File: config.mk
export PLATFORM = sky130hd
export DESIGN_NAME = rom_rd_buf
export DESIGN_NICKNAME = d
export VERILOG_FILES = /design/src/rtl/rom_rd_buf.sv
export SDC_FILE = /design/constraint.sdc
export NUM_CORES = 1
export LEC_CHECK = 0
export ABC_AREA = 1
export CAP_MARGIN = 20
export CORE_MARGIN = 2
export CORE_UTILIZATION = 45
export DETAILED_ROUTE_END_ITERATION = 16
export PLACE_DENSITY = 0.69
export SLEW_MARGIN = 10
export SYNTH_ARGS = -nofsm -noshare
export SYNTH_HDL_FRONTEND = slang
export SYNTH_SLANG_ARGS = --single-unit
File: constraint.sdc
create_clock -name clk -period 2 [get_ports clk]
set_input_delay 0.2 -clock clk [delete_from_list [all_inputs] [get_ports clk]]
set_output_delay 0.2 -clock clk [all_outputs]
set_load 0.02 [all_outputs]
File: src/rtl/rom_rd_buf.sv
// ============================================================================
// rom_rd_buf : 1-cycle-latency ROM read issue + credit-protected output FIFO
// Rev 1.0    : initial release
// ============================================================================
`default_nettype none

module rom_rd_buf #(
  parameter int ADDR_W = 8,
  parameter int DATA_W = 16,
  parameter int DEPTH  = 4
) (
  input  logic              clk,
  input  logic              rst,
  input  logic [ADDR_W-1:0] addr_in,
  input  logic              addr_valid,
  input  logic              addr_last,
  output logic              addr_ready,
  output logic              mem_en,
  output logic [ADDR_W-1:0] mem_addr,
  input  logic [DATA_W-1:0] mem_rdata,
  output logic              out_valid,
  output logic [DATA_W-1:0] out_data,
  output logic              out_last,
  input  logic              out_ready,
  output logic              burst_done,
  output logic [7:0]        burst_cnt
);

  localparam int          PW   = $clog2(DEPTH);
  localparam logic [PW:0] FULL = (PW+1)'(DEPTH);

  logic              rst_q;
  logic              pending;
  logic              last_q;
  logic [ADDR_W-1:0] addr_q;
  logic [PW-1:0]     wr_ptr;
  logic [PW-1:0]     rd_ptr;
  logic [PW:0]       count;
  logic [DATA_W-1:0] data_mem [DEPTH];
  logic              last_mem [DEPTH];

  logic              accept;
  logic              push;
  logic              pop;
  logic [PW:0]       inflight;

  // Credit counts the word still in the ROM pipe; a same-cycle pop is not credited.
  assign inflight   = count + {{PW{1'b0}}, pending};
  assign addr_ready = !rst_q && (inflight < FULL);
  assign accept     = addr_valid && addr_ready;

  assign mem_en     = accept;
  assign mem_addr   = accept ? addr_in : addr_q;

  assign push       = pending;
  assign out_valid  = (count != '0);
  assign pop        = out_valid && out_ready;
  assign out_data   = data_mem[rd_ptr];
  assign out_last   = last_mem[rd_ptr];

  always_ff @(posedge clk) begin
    rst_q <= rst;
    if (rst) begin
      pending    <= 1'b0;
      last_q     <= 1'b0;
      addr_q     <= '0;
      wr_ptr     <= '0;
      rd_ptr     <= '0;
      count      <= '0;
      burst_done <= 1'b0;
      burst_cnt  <= 8'd0;
    end else begin
      pending <= accept;
      if (accept) begin
        last_q <= addr_last;
        addr_q <= addr_in;
      end
      if (push) wr_ptr <= wr_ptr + 1'b1;
      if (pop)  rd_ptr <= rd_ptr + 1'b1;
      case ({push, pop})
        2'b10:   count <= count + 1'b1;
        2'b01:   count <= count - 1'b1;
        default: count <= count;
      endcase
      burst_done <= pop && out_last;
      if (pop && out_last) burst_cnt <= burst_cnt + 8'd1;
    end
  end

  // A read issued just before reset lands during reset and is dropped here.
  always_ff @(posedge clk) begin
    if (!rst && push) begin
      data_mem[wr_ptr] <= mem_rdata;
      last_mem[wr_ptr] <= last_q;
    end
  end

  a_no_pop_empty: assert property (@(posedge clk) disable iff (rst) !(pop && count == '0));
  a_no_push_full: assert property (@(posedge clk) disable iff (rst) !(push && count == FULL));

endmodule

`default_nettype wire

After elaboration in Yosys (flattened, before gate mapping)
Memory sizes are Yosys's and may differ from the RTL's. A register that Yosys moved wholly into a read port is not among the register bits. Index checks and enable logic that the tools add are counted. Widths: inputs -> output; s select.

Equal/unequal tests: 2. $lt $le $gt $ge: 1. Shifts and indexed selects: 0. Reductions and logical operators: 9. Bitwise logic cells: 0. Add/sub/neg operators: 6. Muxes and demuxes: 8. Divide/modulo/power cells: 0. Multipliers: 0.

Operator list (number): $add 8x1->8 const B (1); $mux 2 (4); $mux 8 (1); $pmux 3 s2 (1); $logic_and 1x1->1 (5); $add 2x1->2 const B (2); $add 3x1->3 (1); $add 3x1->3 const B (1); $lt 3x3->1 const B (1); $reduce_bool 3->1 (1); $sub 3x1->3 const B (1); $eq 2x1->1 const B (1); $eq 2x2->1 const B (1); $logic_not 1->1 (2); $mux 1 (2); $reduce_bool 2->1 (1).

Output and inout bits: 37. Bits in read-only memories: 0. Memories kept: 2. Word-level logic and storage cells: 37. RAM bits: 68. Bits of input ports: 29. Bits in latches: 0. Register bits: 27.

Memory list: data_mem (words 4, width 16, read ports 1, clocked after Yosys merged registers in 1, wr ports 1, line 39) `logic [DATA_W-1:0] data_mem [DEPTH];`; last_mem (words 4, width 1, read ports 1, clocked after Yosys merged registers in 1, wr ports 1, line 40) `logic last_mem [DEPTH];`.

Logic depth before layout (Yosys ltp)
Depth after elaboration: 5. Gate-level depth with buffers: 9.

Worst setup path after synthesis
No wires, ideal clock.

Kind: register -> register. From: reg count[2]. To: reg count[2]. Arrival: 1.692 ns. Clock period less this slack: 1.814 ns. Stages on the path, launching flop included: 10. Buffers on the path: 0. Slack: 0.186 ns. Path through: dfxtp_1 -> inv_2 -> a21oi_4 -> ha_1 -> inv_1 -> fa_1 -> a21oi_1 -> o21ai_0 -> o21ai_0 -> a21oi_1.

Word-level cells in the longest chain between the ends: 4. Elaborated cells between the ends (all ways): 8. Those cells by class: add/sub: 2; eq/ne: 2; mux: 1; reduce/logical: 3.

RTL lines: start, declared (line 38) `logic [PW:0] count;`; start signal, assigned (line 81) `2'b10: count <= count + 1'b1;`; start signal, assigned (line 82) `2'b01: count <= count - 1'b1;`; start signal, assigned (line 83) `default: count <= count;`; $reduce_bool 3->1 (*) (line 56) `assign out_valid = (count != '0);`; $logic_and 1x1->1 (*) (line 57) `assign pop = out_valid && out_ready;`; net pop (line 44) `logic pop;`; $eq 2x1->1 / $eq 2x2->1 (equally long branches) (line 80) `case ({push, pop})`; $pmux 3 s2 / $reduce_bool 2->1 (equally long branches).

The timed path passes the listed nets; every way through them passes the cells marked *. A chain may end at the register's enable or synchronous reset.

==> flow_summary.toml <==
[synth]
yosys_register_bits = 97
synth_fp_nets = 419
synth-edff-count = 68
syn_area_per_cell_um2 = 10.5
syn_inst = 383
syn-cell-area_um2 = 4020
ys_seq_area_frac = 0.652
postSynth.asyncResetShare = 0
netlist.area_leader.share = 0.508
yosysTopAreaCell = "edfxtp_1"
ys.flop_type = "edfxtp_1"
synthDistinctLibCells = 29
ys_warn_count = 0
ys_top_cells_by_area = "edfxtp_1 (51%), dfxtp_1 (14%), nor2_1 (5.5%)"

[sta]
max_freq_mhz = 526
finalSetupViolCount = 0
period_share = 0.951
max-slew-margin-rel = 0.820
finClkSkew_ps = 15.1
drv_slew = 0
min_period_ps = 1900
grt_setup_unrepaired = "false"
finalHoldViolations = 0
worst_pin_slew_ps = 269

[global_route]
grt_pass1_vias = 2760
grt_max_degree = 35
grt_antenna_before_repair = 0
grt_usage = 0.170
grt_pass1_wl_um = 13000
grt_overflow = 0

[cells_and_area]
postLayoutCoreUtil = 0.591
n_antenna_cell = 0
fin_nets = 501
drive_gt1_frac = 0.130
fillers = 747
area_delta_synth_final_pct = 27.5
final_common_cell = "edfxtp_1"
layout_common_cells = "edfxtp_1 (68), nor2_1 (59), nand2_1 (57)"

[critical_path]
worstPathCellList = "buf_6 -> o21ai_0 -> o22ai_1 -> clkdlybuf4s15_1"
required_ps = 1800
path_buf_inv = 2
cp_max_fo = 24
worstPathArrival_ps = 1700
cpLargestDelayFamily = "buffers and inverters"
r2r_setup_slack_ps = 110
worst_setup_path_end_kind = "output pin"
path_class = "reg2out"
critical_path.max_stage_delay_ps = 450
cp-start-kind = "flip-flop"
worst_path_max_delay_cell = "dfxtp_1"

[clock_tree]
root_buffer = "clkbuf_8"
cts_tree = "yes"
clockBufferDepth = 2
path_clk_slew_ps = 90
cts_buffers = 9
hold_buffers = 0
clk_latency_ps = 360
htree_levels = 3
cts_sinks = 97

[die]
die_area_um2 = 9710
ios = 66
chipWidth_um = 98.5
rows = 34
core_um2 = 8680
dieHeight_um = 98.5
initial_core_util = 0.463

[route]
dr.pass1.iters = 4
dr_total_vias = 2904
routed_wl_um = 7980
drt-initial-drc-count = 130
vias_per_cell = 5.02
post_drt_wl_per_cell_um = 13.8
drc_errors = 0
detail-route-antenna-nets = 0

[placement]
hpwlAfterDp_um = 5140
io_buffers = 65
routabilityCongestion = 0.845

[pwr]
vdd.ir_drop.worst_mv = 0.413
p_leak_uw = 0.00198
fin_total_pwr_uw = 4520
powerDensity_nw_per_um2 = 882

[worst_hold_path]
hold_class = "in2reg"

[job]
cap_violations = 0

[outcome]
status = "complete, no violations"
## final timing paths
| kind | startpoint | end | cells past startpoint |
|---|---|---|---|
| worst min-delay path | mem_rdata[6] | data_mem[3][6]$_DFFE_PP_ | 1 |
| worst max-delay path | flip-flop | out_data[4] | 4 |
| worst min register to register | rd_ptr[0]$_SDFFE_PP0P_ | rd_ptr[0]$_SDFFE_PP0P_ | 1 |
| worst max register to register | count[2]$_SDFFE_PP0P_ | count[2]$_SDFFE_PP0P_ | 10 |
## where the power goes
group          switching, uW  total [uW]  internal [uW]
registers               43.6        2240           2200
logic                    475         775            301
clock network            673        1500            831
## registers in the layout, indices dropped and copies added (netlist names), named ones only
register	count
burst_done	1
wr_ptr	2
last_q	1
pending	1
addr_q	8
count	3
rd_ptr	2
rst_q	1
last_mem	4
burst_cnt	8
data_mem	64
## worst register-to-register path, stage by stage, from the launching register on
cell	delay [ps]
dfxtp_4	380
inv_2	40
buf_4	140
a21oi_4	150
ha_1	150
inv_1	70
fa_1	390
a21oi_1	180
o21ai_1	110
o21ai_1	140
a21oi_1	50
## synth_stat cells, types with 2 or more instances
master and number:
o22ai_1 16, nand3b_1 2, nand2_1 58, edfxtp_1 68, dfxtp_1 29, nand4_1 11, inv_1 45, buf_2 4
ha_1 6, nand3_1 6, a21oi_1 15, o21ai_0 40, clkbuf_1 7, xor2_1 2, nand3_2 2, nor2_1 59
## per-layer routing
layer	part of all wire	track usage
met1	0.44	0.208
met5	0	0
met4	0.024	0.0938
met3	0.050	0.0390
met2	0.48	0.279
## per-stage QoR
step	hold slack [ps]	instance area [um^2]	instances	setup TNS [ps]	worst slack, ps
floorplan	228	4020	383	0	186
global placement	466	4860	559	0	11.1
detailed placement	475	4860	559	-118	-118
CTS	463	5100	575	0	3.69
global route	476	5130	578	0	1.04
finish	476	5130	578	0	98.4
## final cells by class
class | count | area, um^2 | share of cell area
clock buffers | 9 | 124 | 0.0242
clock inverters | 7 | 116 | 0.0227
inverters | 47 | 181 | 0.0354
multi-input cells | 226 | 1180 | 0.230
flip-flops and latches | 97 | 2630 | 0.513
well taps | 108 | 135 | 0.0264
repair buffers | 84 | 759 | 0.148
## repair_timing
| action | in CTS | in global routing |
|---|---|---|
| resized for setup | 44 | 18 |
| gates cloned | 0 | 1 |
| setup buffers | 0 | 2 |
| setup endpoints to repair | 27 | 14 |
| pin swaps | 1 | 2 |
## cell families (layout without fill, tap and decap cells)
family,Yosys count,in the layout,share of synthesized area
compound gates,75,76,0.103
flops,97,97,0.652
fa+ha+maj,7,7,0.0237
simple gates,141,141,0.155
xor+xnor,2,2,0.00436
buf+inv,61,147,0.0616
No activity file was read; power rests on OpenSTA's default activity.
